$ cat src/rtl/msk_g4mul_hpc1_sched_if.sv
// Requester-side bundle of the masked G(4) multiplier scheduler.
//   req_valid/req_ready : per-requester handshake (requester i in bit i)
//   req_a0/a1/b0/b1     : operand sharings, requester i in slice [i*D +: D]
//   rnd_valid/rnd_ready : PRNG word handshake
//   rnd_data            : low RND_REF_W bits -> refresh, upper bits -> DOM
//   resp_valid          : one-hot result strobe, bit i for requester i
//   resp_out0/1         : result sharings of bit 0 / bit 1
// master = requesters + PRNG, slave = scheduler.
interface msk_g4mul_hpc1_sched_if #(
  parameter int D         = 2,
  parameter int RND_REF_W = 2,
  parameter int RND_MUL_W = 2
);
  logic [1:0]                     req_valid;
  logic [1:0]                     req_ready;
  logic [2*D-1:0]                 req_a0;
  logic [2*D-1:0]                 req_a1;
  logic [2*D-1:0]                 req_b0;
  logic [2*D-1:0]                 req_b1;
  logic                           rnd_valid;
  logic                           rnd_ready;
  logic [RND_REF_W+RND_MUL_W-1:0] rnd_data;
  logic [1:0]                     resp_valid;
  logic [D-1:0]                   resp_out0;
  logic [D-1:0]                   resp_out1;

  modport master (
    output req_valid, req_a0, req_a1, req_b0, req_b1, rnd_valid, rnd_data,
    input  req_ready, rnd_ready, resp_valid, resp_out0, resp_out1
  );

  modport slave (
    input  req_valid, req_a0, req_a1, req_b0, req_b1, rnd_valid, rnd_data,
    output req_ready, rnd_ready, resp_valid, resp_out0, resp_out1
  );
endinterface

$ cat src/rtl/msk_g4mul_hpc1_sched.sv
// Two-requester round-robin scheduler in front of one pipelined masked HPC1
// G(4) multiplier. One operation may issue per cycle when a PRNG word is
// available; operand shares and randomness are skewed so each reaches the
// gadget at its own latency, and a valid/id pipeline routes results back.
// Ports:
//   clk, rst_n           : clock, synchronous active-low reset
//   bus                  : requester/PRNG handshake bundle (slave side)
//   mul_ina0/1, inb0/1   : gadget operand shares (bit 0 / bit 1 sharings)
//   mul_rnd_ref          : refresh randomness, same cycle as issue
//   mul_rnd_mul          : DOM randomness, aligned with the a shares
//   mul_out0/1           : gadget result shares
//   inflight             : operations currently in the gadget pipeline
module msk_g4mul_hpc1_sched #(
  parameter int D         = 2,
  parameter int REF_LAT   = 1,
  parameter int RND_REF_W = 2,
  parameter int RND_MUL_W = 2
) (
  input  logic                 clk,
  input  logic                 rst_n,
  msk_g4mul_hpc1_sched_if.slave bus,
  output logic [D-1:0]         mul_ina0,
  output logic [D-1:0]         mul_ina1,
  output logic [D-1:0]         mul_inb0,
  output logic [D-1:0]         mul_inb1,
  output logic [RND_REF_W-1:0] mul_rnd_ref,
  output logic [RND_MUL_W-1:0] mul_rnd_mul,
  input  logic [D-1:0]         mul_out0,
  input  logic [D-1:0]         mul_out1,
  output logic [2:0]           inflight
);

  localparam int A_STAGES   = REF_LAT + 1;
  localparam int RSP_STAGES = REF_LAT + 2;

  typedef struct packed {
    logic [D-1:0]         a0;
    logic [D-1:0]         a1;
    logic [RND_MUL_W-1:0] rnd_mul;
  } a_slot_t;

  typedef struct packed {
    logic [D-1:0] b0;
    logic [D-1:0] b1;
  } b_slot_t;

  typedef struct packed {
    logic vld;
    logic id;
  } rsp_slot_t;

  logic      r_prio;      // requester that wins when both are valid
  logic [2:0] r_inflight;
  logic      w_issue;
  logic      w_win;
  a_slot_t   w_a_in;
  b_slot_t   w_b_in;
  b_slot_t   w_b_out;
  rsp_slot_t w_rsp;

  a_slot_t   r_a_dl   [A_STAGES];
  rsp_slot_t r_rsp_dl [RSP_STAGES];

  // Gating with rst_n keeps every handshake output low during reset even
  // though the state registers only clear on the next edge.
  assign w_issue = rst_n & bus.rnd_valid & (|bus.req_valid);
  assign w_win   = (&bus.req_valid) ? r_prio : bus.req_valid[1];

  assign bus.req_ready = w_issue ? (2'b01 << w_win) : 2'b00;
  assign bus.rnd_ready = w_issue;
  assign mul_rnd_ref   = w_issue ? bus.rnd_data[RND_REF_W-1:0] : '0;

  // Non-issue slots inject zeros at the head of every delay line, so a
  // bubble reaches the gadget as all-zero inputs and no share is replayed.
  // NOTE: every variable written in always_comb gets a default first, so no
  // path can leave it unassigned and infer a latch.
  always_comb begin
    w_a_in = '0;
    w_b_in = '0;
    if (w_issue) begin
      w_a_in.a0      = w_win ? bus.req_a0[2*D-1:D] : bus.req_a0[D-1:0];
      w_a_in.a1      = w_win ? bus.req_a1[2*D-1:D] : bus.req_a1[D-1:0];
      w_a_in.rnd_mul = bus.rnd_data[RND_REF_W +: RND_MUL_W];
      w_b_in.b0      = w_win ? bus.req_b0[2*D-1:D] : bus.req_b0[D-1:0];
      w_b_in.b1      = w_win ? bus.req_b1[2*D-1:D] : bus.req_b1[D-1:0];
    end
  end

  // a shares and DOM randomness: 1+REF_LAT register stages.
  // NOTE: the delay lines are reset explicitly; they carry shares, and a
  // reset that left them populated would replay secrets into the gadget.
  always_ff @(posedge clk) begin
    if (!rst_n) begin
      for (int i = 0; i < A_STAGES; i++) r_a_dl[i] <= '0;
    end else begin
      r_a_dl[0] <= w_a_in;
      for (int i = 1; i < A_STAGES; i++) r_a_dl[i] <= r_a_dl[i-1];
    end
  end

  // b shares: REF_LAT register stages, a plain wire when REF_LAT is 0.
  generate
    if (REF_LAT == 0) begin : g_b_comb
      assign w_b_out = w_b_in;
    end else begin : g_b_reg
      b_slot_t r_b_dl [REF_LAT];
      always_ff @(posedge clk) begin
        if (!rst_n) begin
          for (int i = 0; i < REF_LAT; i++) r_b_dl[i] <= '0;
        end else begin
          r_b_dl[0] <= w_b_in;
          for (int i = 1; i < REF_LAT; i++) r_b_dl[i] <= r_b_dl[i-1];
        end
      end
      assign w_b_out = r_b_dl[REF_LAT-1];
    end
  endgenerate

  assign mul_ina0    = r_a_dl[A_STAGES-1].a0;
  assign mul_ina1    = r_a_dl[A_STAGES-1].a1;
  assign mul_rnd_mul = r_a_dl[A_STAGES-1].rnd_mul;
  assign mul_inb0    = w_b_out.b0;
  assign mul_inb1    = w_b_out.b1;

  // Valid/id pipeline: the last stage lines up with the gadget output.
  always_ff @(posedge clk) begin
    if (!rst_n) begin
      for (int i = 0; i < RSP_STAGES; i++) r_rsp_dl[i] <= '0;
    end else begin
      // NOTE: state registers use non-blocking assignments so every stage
      // reads its neighbour's pre-edge value, giving a true shift register.
      r_rsp_dl[0] <= '{vld: w_issue, id: w_win};
      for (int i = 1; i < RSP_STAGES; i++) r_rsp_dl[i] <= r_rsp_dl[i-1];
    end
  end

  assign w_rsp          = r_rsp_dl[RSP_STAGES-1];
  assign bus.resp_valid = (rst_n && w_rsp.vld) ? (2'b01 << w_rsp.id) : 2'b00;
  assign bus.resp_out0  = mul_out0;
  assign bus.resp_out1  = mul_out1;

  // Arbitration pointer and occupancy counter.
  always_ff @(posedge clk) begin
    if (!rst_n) begin
      r_prio     <= 1'b0;
      r_inflight <= '0;
    end else begin
      if (w_issue) r_prio <= ~w_win;
      if (w_issue && !w_rsp.vld)      r_inflight <= r_inflight + 3'd1;
      else if (!w_issue && w_rsp.vld) r_inflight <= r_inflight - 3'd1;
    end
  end

  assign inflight = r_inflight;

endmodule
$ cat src/flat_wrapper.sv
// flat-port wrapper written by rule: the top's interface ports become plain ports
module msk_g4mul_hpc1_sched_flat 
#(
  parameter int D         = 2,
  parameter int REF_LAT   = 1,
  parameter int RND_REF_W = 2,
  parameter int RND_MUL_W = 2
)
  (clk, rst_n, mul_ina0, mul_ina1, mul_inb0, mul_inb1, mul_rnd_ref, mul_rnd_mul, mul_out0, mul_out1, inflight, bus_req_valid, bus_req_a0, bus_req_a1, bus_req_b0, bus_req_b1, bus_rnd_valid, bus_rnd_data, bus_req_ready, bus_rnd_ready, bus_resp_valid, bus_resp_out0, bus_resp_out1);
  msk_g4mul_hpc1_sched_if #(.D(D), .RND_REF_W(RND_REF_W), .RND_MUL_W(RND_MUL_W)) bus_i ();
  input  logic clk;
  input  logic rst_n;
  output logic [D-1:0] mul_ina0;
  output logic [D-1:0] mul_ina1;
  output logic [D-1:0] mul_inb0;
  output logic [D-1:0] mul_inb1;
  output logic [RND_REF_W-1:0] mul_rnd_ref;
  output logic [RND_MUL_W-1:0] mul_rnd_mul;
  input  logic [D-1:0] mul_out0;
  input  logic [D-1:0] mul_out1;
  output logic [2:0] inflight;
  input wire logic [$bits(bus_i.req_valid)-1:0] bus_req_valid;
  input wire logic [$bits(bus_i.req_a0)-1:0] bus_req_a0;
  input wire logic [$bits(bus_i.req_a1)-1:0] bus_req_a1;
  input wire logic [$bits(bus_i.req_b0)-1:0] bus_req_b0;
  input wire logic [$bits(bus_i.req_b1)-1:0] bus_req_b1;
  input wire logic [$bits(bus_i.rnd_valid)-1:0] bus_rnd_valid;
  input wire logic [$bits(bus_i.rnd_data)-1:0] bus_rnd_data;
  output wire logic [$bits(bus_i.req_ready)-1:0] bus_req_ready;
  output wire logic [$bits(bus_i.rnd_ready)-1:0] bus_rnd_ready;
  output wire logic [$bits(bus_i.resp_valid)-1:0] bus_resp_valid;
  output wire logic [$bits(bus_i.resp_out0)-1:0] bus_resp_out0;
  output wire logic [$bits(bus_i.resp_out1)-1:0] bus_resp_out1;
  assign bus_i.req_valid = bus_req_valid;
  assign bus_i.req_a0 = bus_req_a0;
  assign bus_i.req_a1 = bus_req_a1;
  assign bus_i.req_b0 = bus_req_b0;
  assign bus_i.req_b1 = bus_req_b1;
  assign bus_i.rnd_valid = bus_rnd_valid;
  assign bus_i.rnd_data = bus_rnd_data;
  assign bus_req_ready = bus_i.req_ready;
  assign bus_rnd_ready = bus_i.rnd_ready;
  assign bus_resp_valid = bus_i.resp_valid;
  assign bus_resp_out0 = bus_i.resp_out0;
  assign bus_resp_out1 = bus_i.resp_out1;
  msk_g4mul_hpc1_sched #(.D(D), .REF_LAT(REF_LAT), .RND_REF_W(RND_REF_W), .RND_MUL_W(RND_MUL_W)) u_core (.clk(clk), .rst_n(rst_n), .bus(bus_i), .mul_ina0(mul_ina0), .mul_ina1(mul_ina1), .mul_inb0(mul_inb0), .mul_inb1(mul_inb1), .mul_rnd_ref(mul_rnd_ref), .mul_rnd_mul(mul_rnd_mul), .mul_out0(mul_out0), .mul_out1(mul_out1), .inflight(inflight));
endmodule
$ cat config.mk
export PLATFORM = sky130hd
export DESIGN_NAME = msk_g4mul_hpc1_sched_flat
export DESIGN_NICKNAME = d
export VERILOG_FILES = /design/src/rtl/msk_g4mul_hpc1_sched_if.sv /design/src/rtl/msk_g4mul_hpc1_sched.sv /design/src/flat_wrapper.sv
export SDC_FILE = /design/constraint.sdc
export NUM_CORES = 1
export LEC_CHECK = 0
export CAP_MARGIN = 20
export CORE_MARGIN = 2
export CORE_UTILIZATION = 30
export CTS_CLUSTER_DIAMETER = 30
export DETAILED_ROUTE_END_ITERATION = 10
export PLACE_DENSITY = 0.63
export SYNTH_ARGS = -nofsm -noshare
export SYNTH_HDL_FRONTEND = slang
export SYNTH_SLANG_ARGS = --single-unit
$ cat constraint.sdc
create_clock -name clk -period 3.61 [get_ports clk]
set_clock_uncertainty 0.15 [all_clocks]
set_input_delay 0.722 -clock clk [delete_from_list [all_inputs] [get_ports clk]]
set_output_delay 0.722 -clock clk [all_outputs]
set_load 0.005 [all_outputs]
==> impl_results.md, run 1 <==
- Clk root buf: clkbuf_4
- LEAKAGE: 0.570 nW
- WP data required: 2.74 ns
- CORE AREA: 0.00303 mm^2
- Final GP Congestion: 0.705
- Net count reported at finish: 158
- Reg-to-reg slack, setup: 1.77 ns
- Finish-stage setup viols: 0
- Clock-pin slew on the worst setup and hold paths: 0.14 ns
- First-pass GRT wire length: 2680 um
- Largest net degree at the start of global routing: 16
- Fraction of the yosys area taken by sequential cells: 55.4%
- Filler cells: 292
- Maximum fanout along the worst path: 6
- Final min period: 3.21 ns
- Ys Warns: 0
- Slew @ Worst Pin: 0.352 ns
- Worst-Skew Late Latency: 0.31 ns
- Reg-to-Reg End: u_core.inflight[2]
- Gr usage total: 10.2%
- Hold depth: 1
- Final Instance Area: 0.00143 mm^2
- CP Launch Type: input port
- Max VDD drop: 0.000155 V
- Die W: 60.0 um
- RSZ-0062 raised after global routing: false
- Mapped cell area: 940 um^2
- Die H: 60.0 um
- Crit path capture type: output port
- CTS tree: done
- Detailed placer's ending HPWL: 1390 um
- Hold crit path type: reg -> reg
- Final Cycle Share: 88.9%
- Final setup TNS: 0 ns
- # DRC: 0
- Routed wire length: 1730 um
- Layout cell share with drive strength beyond 1: 7.94%
- Area Growth Syn to Fin: 52.3%
- Final WS setup: 0.399 ns
- DR pass1 iterations: 3
- Cts repair resizes: 0
- Initial antenna violation count: 0
- Final Slew Violations: 0
- Clock Path Buffers: 2
- CTS Buf Count: 3
- Synth Area per Inst: 10.9 um^2
- Avg WL per Cell: 10.2 um
- Max transition margin: 76.4%
- Commonest non-fill, non-tap cell in the layout: clkdlybuf4s50_1
- Remaining global-route overflow: 0
- CP startpoint: bus_rnd_valid
- Cell variety after synth: 22
- Cell count after synthesis: 86
- Top-Level Pins: 53
- Clock Sinks: 26
- CP Class: in -> out
- Via count: 701
- Outcome: completed
- Post-CTS Hold Fix Bufs: 0
- Hold WS: 0.295 ns
- Critical R2R Launch: u_core.r_rsp_dl[0][5]
- Die Area: 0.00360 mm^2
- Via density per instance: 4.12
- Yosys reg bits: 26
- CP Capture Point: mul_rnd_ref[1]
- Antenna cells: 0
- Worst EP arrival: 2.34 ns
- Max frequency: 311 MHz
- Detailed router's first-iteration violation count: 12
- Post-CTS setup buffers: 0
- Max_cap viols: 0
- Dpl ws: 0.380 ns
- Detail Route Antenna Nets: 0
- Placed instance area: 0.00138 mm^2
- Net Count, Synth: 117
- Layout Utilization: 47.3%
- IO Port Bufs: 44
- Vias in the first global route: 675
- Power Density: 407 mW/mm^2
- Reg2Reg Depth: 7
- Row cnt: 20
- Final hold viol count: 0
- Initial core utilization: 31.0%
- Most frequent cells in the layout: clkdlybuf4s50_1 (44), dfxtp_1 (26), and2_1 (14)
- # H-tree levels: 1
-- synthesized netlist by cell type (all sizes together) --
cell | instances | area (um^2)
and3 | 1 | 6.26
inv | 4 | 15.0
nand2 | 1 | 6.26
ha | 1 | 12.5
or3 | 1 | 6.26
dfxtp | 26 | 521
a311oi | 1 | 8.76
fa | 1 | 20.0
a22o | 8 | 70.1
nand3 | 1 | 5.00
and2 | 14 | 87.6
nor2 | 5 | 18.8
clkbuf | 1 | 3.75
nor2b | 1 | 6.26
xor2 | 2 | 17.5
buf | 10 | 75.1
o21ai | 1 | 5.00
a21oi | 3 | 18.8
nor3 | 3 | 26.3
mux2i | 1 | 10.0
-- final cells by class --
type	instances	area (um^2)	share of cell area, %
clock buffer	3	22.5	1.57
clock inverter	1	30.0	2.10
inverter	4	15.0	1.05
multi-input combinational	45	325	22.7
sequential	26	520	36.4
tap	44	55.1	3.85
timing repair buffer	47	463	32.3
-- where the power goes --
part | internal (mW) | switching (mW) | total, mW
Sequential | 0.300 | 0.00601 | 0.306
Combinational | 0.0544 | 0.0271 | 0.0815
Clock | 0.112 | 0.0823 | 0.194
Total | 0.467 | 0.115 | 0.582
-- how the worst min path moves through the flow --
| stage | from | to | slack (ns) |
|---|---|---|---|
| floorplan | u_core.r_a_dl[0][4] | u_core.r_a_dl[0][10] | 0.26 |
| global placement | u_core.r_rsp_dl[0][1] | u_core.r_rsp_dl[0][3] | 0.26 |
| detailed placement | u_core.r_a_dl[0][5] | u_core.r_a_dl[0][11] | 0.27 |
| CTS | u_core.r_a_dl[0][5] | u_core.r_a_dl[0][11] | 0.30 |
| global route | u_core.r_a_dl[0][0] | u_core.r_a_dl[0][6] | 0.31 |
| finish | u_core.r_rsp_dl[0][1] | u_core.r_rsp_dl[0][3] | 0.29 |
-- logic make-up after synthesis --
kind of cell             after synthesis  synth area share [%]
multiplexers                           1                  1.07
flip-flops                            26                  55.4
adder cells (fa/ha/maj)                2                  3.46
XOR/XNOR                               2                  1.86
AND/OR/NAND/NOR                       27                  17.3
buffers and inverters                 15                  9.99
AO/OA/AOI/OAI                         13                  10.9
-- flip-flops by register name, summed over array words and instances, names as in the netlist --
register,cells
u_core.r_prio,1
u_core.inflight,3
u_core.g_b_reg.r_b_dl,4
u_core.r_rsp_dl,6
u_core.r_a_dl,12
-- worst max-delay path: stages --
cell and delay, ns:
clkdlybuf4s50_1 0.53, nand2_2 0.10, nor2_1 0.31, and2_1 0.18, clkdlybuf4s50_1 0.49
-- metrics by stage --
step           power, mW  std cells
4_1_cts            0.590        170
2_1_floorplan      0.346         86
6_report           0.582        170
5_1_grt            0.607        170
3_3_place_gp       0.393        166
3_5_place_dp       0.395        166
-- routing by layer --
metal / share of wire, % / vias to the layer above / track usage, % / routed length, um
met5: 0 / - / 0 / 0
met4: 1.8 / 0 / 7.30 / 31
met3: 6.0 / 4 / 1.52 / 104
met2: 51 / 27 / 18.0 / 878
met1: 41 / 310 / 11.0 / 713
li1: - / 360 / - / -
Power figures use the tool's default switching activity.
==> run 2: changes to the inputs <==
--- a/config.mk
+++ b/config.mk
@@ -6,11 +6,13 @@
 export NUM_CORES = 1
 export LEC_CHECK = 0
 export CAP_MARGIN = 20
+export CELL_PAD_IN_SITES_DETAIL_PLACEMENT = 0
+export CELL_PAD_IN_SITES_GLOBAL_PLACEMENT = 2
 export CORE_MARGIN = 2
-export CORE_UTILIZATION = 30
+export CORE_UTILIZATION = 23
 export CTS_CLUSTER_DIAMETER = 30
 export DETAILED_ROUTE_END_ITERATION = 10
-export PLACE_DENSITY = 0.63
+export PLACE_DENSITY = 0.81
 export SYNTH_ARGS = -nofsm -noshare
 export SYNTH_HDL_FRONTEND = slang
 export SYNTH_SLANG_ARGS = --single-unit
==> impl_results.md, run 2 (synthesis results as in run 1) <==
- Maximum fanout along the worst path: 6 (unchanged)
- Detailed placer's ending HPWL: 1500 um (was 1390 um)
- Largest registers: u_core.r_a_dl x12, u_core.r_rsp_dl x6, u_core.g_b_reg.r_b_dl x4 (unchanged)
- Final Slew Violations: 0 (unchanged)
- Remaining global-route overflow: 0 (unchanged)
- Avg WL per Cell: 10.3 um (was 10.2 um)
- Clock Path Buffers: 2 (unchanged)
- Clk root buf: clkbuf_8 (was clkbuf_4)
- Die H: 67.9 um (was 60.0 um)
- Most frequent cells in the layout: clkdlybuf4s50_1 (44), dfxtp_1 (26), and2_1 (14) (unchanged)
- Reg-to-reg slack, setup: 1.76 ns (was 1.77 ns)
- CTS Buf Count: 3 (unchanged)
- # H-tree levels: 1 (unchanged)
- Via density per instance: 4.01 (was 4.12)
- Layout cell share with drive strength beyond 1: 7.20% (was 7.94%)
- Cells after DPL: 172 (was 166)
- RSZ-0062 raised after global routing: false (unchanged)
- Hold WS: 0.289 ns (was 0.295 ns)
- First-pass GRT wire length: 2730 um (was 2680 um)
- Initial antenna violation count: 0 (unchanged)
- Finish-stage setup viols: 0 (unchanged)
- Slew @ Worst Pin: 0.301 ns (was 0.352 ns)
- Final setup TNS: 0 ns (unchanged)
- Detail Route Antenna Nets: 0 (unchanged)
- Final min period: 3.18 ns (was 3.21 ns)
- Post-CTS Hold Fix Bufs: 0 (unchanged)
- DR pass1 iterations: 3 (unchanged)
- Via count: 701 (unchanged)
- Max_cap viols: 0 (unchanged)
- CORE AREA: 0.00397 mm^2 (was 0.00303 mm^2)
- Max VDD drop: 0.000119 V (was 0.000155 V)
- LEAKAGE: 0.564 nW (was 0.570 nW)
- Max reg flops: 12 (unchanged)
- Cts repair resizes: 0 (unchanged)
- Worst-Skew Late Latency: 0.26 ns (was 0.31 ns)
- Top-Level Pins: 53 (unchanged)
- Initial core utilization: 23.7% (was 31.0%)
- IO Port Bufs: 44 (unchanged)
- Worst EP arrival: 2.30 ns (was 2.34 ns)
- Die Area: 0.00461 mm^2 (was 0.00360 mm^2)
- Post-CTS setup buffers: 0 (unchanged)
- CP startpoint: bus_rnd_valid (unchanged)
- CP Class: in -> out (unchanged)
- Tot Pwr: 0.544 mW (was 0.582 mW)
- Vias in the first global route: 662 (was 675)
- Reg-to-Reg End: u_core.inflight[2] (unchanged)
- Antenna cells: 0 (unchanged)
- Final GP Congestion: 0.771 (was 0.705)
- Reg2Reg Depth: 7 (unchanged)
- Max transition margin: 79.8% (was 76.4%)
- Clock-pin slew on the worst setup and hold paths: 0.08 ns (was 0.14 ns)
- Most flops, register: u_core.r_a_dl (unchanged)
- CTS tree: done (unchanged)
- # DRC: 0 (unchanged)
- Die W: 67.9 um (was 60.0 um)
- CP Launch Type: input port (unchanged)
- Clock Sinks: 26 (unchanged)
- Row cnt: 23 (was 20)
- Hold crit path type: reg -> reg (unchanged)
- Outcome: completed (unchanged)
- Power Density: 381 mW/mm^2 (was 407 mW/mm^2)
- Crit path capture type: output port (unchanged)
- Gr usage total: 8.15% (was 10.2%)
- Detailed router's first-iteration violation count: 5 (was 12)
- Largest net degree at the start of global routing: 14 (was 16)
- Post-Layout Cell Count: 175 (was 170)
- Critical R2R Launch: u_core.r_rsp_dl[0][5] (unchanged)
- Net count reported at finish: 158 (unchanged)
- WP data required: 2.74 ns (about the same)
- Area Growth Syn to Fin: 51.9% (was 52.3%)
- Final hold viol count: 0 (unchanged)
- Commonest non-fill, non-tap cell in the layout: clkdlybuf4s50_1 (unchanged)
- Max frequency: 315 MHz (was 311 MHz)
- CP Capture Point: mul_rnd_ref[0] (was mul_rnd_ref[1])
- Routed wire length: 1800 um (was 1730 um)
- Final Cycle Share: 88.0% (was 88.9%)
==> run 2: changes by cell type in the layout (fill, tap and decap cells not counted), sizes merged <==
| cell | before | now |
|---|---|---|
| bufinv | 1 | 0 |
==> run 2: worst min-delay path by stage <==
| stage | startpoint | endpoint | depth (start not counted) |
|---|---|---|---|
| after floorplan | u_core.r_a_dl[0][4] | u_core.r_a_dl[0][10] | 1 |
| after global placement | u_core.r_rsp_dl[0][0] | u_core.r_rsp_dl[0][2] | 1 |
| after detailed placement | u_core.r_a_dl[0][1] | u_core.r_a_dl[0][7] | 1 |
| after CTS | u_core.r_a_dl[0][1] | u_core.r_a_dl[0][7] | 1 |
| after global routing | u_core.r_rsp_dl[0][0] | u_core.r_rsp_dl[0][2] | 1 |
| final | u_core.r_a_dl[0][3] | u_core.r_a_dl[0][9] | 1 |
==> run 2: where the power goes <==
group	internal (mW)	leakage (nW)	switching, mW	total (mW)
Clock	0.0745	0.0216	0.0811	0.156
Combinational	0.0545	0.330	0.0277	0.0821
Sequential	0.300	0.212	0.00612	0.306
==> run 2: critical path: stages <==
cell and delay, ns:
clkdlybuf4s50_1 0.53, nand2_2 0.11, nor2_1 0.27, and2_1 0.17
clkdlybuf4s50_1 0.50
==> run 2: routing by layer <==
layer	wire, um	track usage, %	part of all wire [%]	vias to the layer above
met5	0	0	0	-
met4	34	6.25	1.9	0
met3	96	1.32	5.3	2
met2	962	14.7	54	25
met1	705	8.37	39	319
li1	-	-	-	355
==> run 2: final cells by class <==
class	count	area [um^2]
repair buffers	47	463
flip-flops and latches	26	520
clock buffers	3	41.3
fillers	400	2540
inverters	4	15.0
multi-input cells	45	325
well taps	50	62.6
==> run 2: per-stage QoR <==
| step | area, um^2 | util [%] | setup WS (ns) |
|---|---|---|---|
| after floorplan | 940 | - | 1.15 |
| after global placement | 1390 | 34.9 | 0.435 |
| after detailed placement | 1390 | 34.9 | 0.415 |
| after CTS | 1430 | 35.9 | 0.415 |
| after global routing | 1430 | 35.9 | 0.305 |
| final | 1430 | 35.9 | 0.433 |
==> run 3: changes to the inputs <==
--- a/config.mk
+++ b/config.mk
@@ -8,9 +8,8 @@
 export CAP_MARGIN = 20
 export CELL_PAD_IN_SITES_DETAIL_PLACEMENT = 0
 export CELL_PAD_IN_SITES_GLOBAL_PLACEMENT = 2
-export CORE_MARGIN = 2
+export CORE_MARGIN = 1
 export CORE_UTILIZATION = 23
-export CTS_CLUSTER_DIAMETER = 30
 export DETAILED_ROUTE_END_ITERATION = 10
 export PLACE_DENSITY = 0.81
 export SYNTH_ARGS = -nofsm -noshare
==> impl_results.md, run 3 (synthesis results as in run 1) <==
- Switching power: 0.113 mW (was 0.115 mW)
- Max frequency: 312 MHz (was 315 MHz)
- Commonest non-fill, non-tap cell in the layout: clkdlybuf4s50_1 (unchanged)
- Final hold viol count: 0 (unchanged)
- Clock Path Buffers: 2 (unchanged)
- Avg WL per Cell: 10.0 um (was 10.3 um)
- Largest net degree at the start of global routing: 15 (was 14)
- LEAKAGE: 0.571 nW (was 0.564 nW)
- CTS tree: done (unchanged)
- Remaining global-route overflow: 0 (unchanged)
- Power Density: 392 mW/mm^2 (was 381 mW/mm^2)
- Hold depth: 1 (unchanged)
- Die H: 65.9 um (was 67.9 um)
- # H-tree levels: 1 (unchanged)
- Finish-stage setup viols: 0 (unchanged)
- Reg-to-reg slack, setup: 1.77 ns (was 1.76 ns)
- Cell mode on critical path: clkdlybuf4s50_1 (unchanged)
- Max transition margin: 78.4% (was 79.8%)
- Via count: 707 (was 701)
- CORE AREA: 0.00380 mm^2 (was 0.00397 mm^2)
- Final GP Congestion: 0.660 (was 0.771)
- Slowest cell on crit path: clkdlybuf4s50_1 (unchanged)
- Hold crit path type: reg -> reg (unchanged)
- Slowest cell delay on critical path: 0.54 ns (was 0.53 ns)
- Via density per instance: 4.06 (was 4.01)
- Max reg flops: 12 (unchanged)
- Clock Sinks: 26 (unchanged)
- Final setup TNS: 0 ns (unchanged)
- Reg2Reg Depth: 7 (unchanged)
- Final WS setup: 0.400 ns (was 0.433 ns)
- Gr usage total: 9.33% (was 8.15%)
- Final min period: 3.21 ns (was 3.18 ns)
- Post-CTS setup buffers: 0 (unchanged)
- Reg power frac: 54.2% (was 56.3%)
- Layout Utilization: 37.9% (was 35.9%)
- Final Slew Violations: 0 (unchanged)
- Outcome: completed (unchanged)
- DR pass1 iterations: 2 (was 3)
- CP Capture Point: mul_rnd_ref[0] (unchanged)
- First-pass GRT wire length: 3070 um (was 2730 um)
- Worst-Skew Late Latency: 0.26 ns (about the same)
- Final Cycle Share: 88.9% (was 88.0%)
- Die Area: 0.00434 mm^2 (was 0.00461 mm^2)
- Crit path depth: 5 (unchanged)
- Critical R2R Launch: u_core.r_rsp_dl[0][5] (unchanged)
- CP Launch Type: input port (unchanged)
- Gate power share: 14.4% (was 15.1%)
- Initial core utilization: 24.7% (was 23.7%)
- Cts repair resizes: 0 (unchanged)
- Detailed placer's ending HPWL: 1480 um (was 1500 um)
- CP Class: in -> out (unchanged)
- Crit-path cells: clkdlybuf4s50_1, nand2_2, nor2_1, and2_1, clkdlybuf4s50_1 (unchanged)
- # DRC: 0 (unchanged)
- CP startpoint: bus_rnd_valid (unchanged)
- Crit path buffers/inverters: 2 (unchanged)
- CTS Buf Count: 3 (unchanged)
- Most frequent cells in the layout: clkdlybuf4s50_1 (44), dfxtp_1 (26), and2_1 (14) (unchanged)
- Largest registers: u_core.r_a_dl x12, u_core.r_rsp_dl x6, u_core.g_b_reg.r_b_dl x4 (unchanged)
- Clk root buf: clkbuf_8 (unchanged)
- Clock-pin slew on the worst setup and hold paths: 0.08 ns (about the same)
- WP data required: 2.74 ns (about the same)
- Clk network pwr share: 31.4% (was 28.6%)
- Slew @ Worst Pin: 0.323 ns (was 0.301 ns)
- Post-CTS Hold Fix Bufs: 0 (unchanged)
- Routed wire length: 1740 um (was 1800 um)
- IO Port Bufs: 44 (unchanged)
- Crit path capture type: output port (unchanged)
- Sw Share: 20.0% (was 21.1%)
- RSZ-0062 raised after global routing: false (unchanged)
- Area Growth Syn to Fin: 53.1% (was 51.9%)
- Net count reported at finish: 158 (unchanged)
- Top-Level Pins: 53 (unchanged)
- Dpl ws: 0.386 ns (was 0.415 ns)
- Row cnt: 22 (was 23)
- Worst EP arrival: 2.34 ns (was 2.30 ns)
- Int Pwr: 0.451 mW (was 0.429 mW)
- Detailed router's first-iteration violation count: 1 (was 5)
- Most flops, register: u_core.r_a_dl (unchanged)
- Initial antenna violation count: 0 (unchanged)
- Detail Route Antenna Nets: 0 (unchanged)
- Layout cell share with drive strength beyond 1: 7.94% (was 7.20%)
- Vias in the first global route: 726 (was 662)
- Antenna cells: 0 (unchanged)
- Max VDD drop: 0.000165 V (was 0.000119 V)
- Crit-path leading delay family: buffers and inverters (unchanged)
- Maximum fanout along the worst path: 6 (unchanged)
- Max_cap viols: 0 (unchanged)
- Reg-to-Reg End: u_core.inflight[2] (unchanged)
- Die W: 65.9 um (was 67.9 um)
run 3: changes by cell type in the layout (fill, tap and decap cells not counted), sizes merged:
cell,delta
clkbuf,+1
run 3: stage by stage:
step / cell area [um^2] / hold WS, ns / std cells / power [mW]
detailed placement: 1380 / 0.268 / 170 / 0.396
finish: 1440 / 0.286 / 174 / 0.564
CTS: 1440 / 0.289 / 174 / 0.575
global route: 1440 / 0.302 / 174 / 0.601
floorplan: 940 / 0.262 / 86 / 0.346
global placement: 1380 / 0.265 / 170 / 0.393
run 3: worst min path at each step:
stage / end / from / slack, ns
2_1_floorplan: u_core.r_a_dl[0][10] / u_core.r_a_dl[0][4] / 0.26
3_5_place_dp: u_core.r_a_dl[0][9] / u_core.r_a_dl[0][3] / 0.27
3_3_place_gp: u_core.r_rsp_dl[0][2] / u_core.r_rsp_dl[0][0] / 0.26
4_1_cts: u_core.r_a_dl[0][9] / u_core.r_a_dl[0][3] / 0.29
6_report: u_core.r_a_dl[0][9] / u_core.r_a_dl[0][3] / 0.29
5_1_grt: u_core.r_rsp_dl[0][4] / u_core.r_rsp_dl[0][2] / 0.30
run 3: layout make-up:
type                    instances  area, um^2
well taps                      48        60.1
clock buffers                   4        55.1
flip-flops and latches         26         520
inverters                       4        15.0
multi-input cells              45         325
fillers                       386        2360
repair buffers                 47         463
run 3: routing by layer:
metal / GRT usage, % / wire length, um / up-vias
met4: 5.98 / 38 / 0
met1: 10.1 / 670 / 323
met3: 1.21 / 71 / 4
li1: - / - / 356
met5: 0 / 0 / -
met2: 16.8 / 962 / 24
run 3: power by group through the flow:
stage               registers, mW  clock network (mW)  logic, mW
floorplan                   0.313                   0     0.0336
global placement            0.313                   0     0.0807
detailed placement          0.313                   0     0.0823
CTS                         0.307               0.186     0.0827
global route                0.309               0.203     0.0896
finish                      0.306               0.177     0.0812
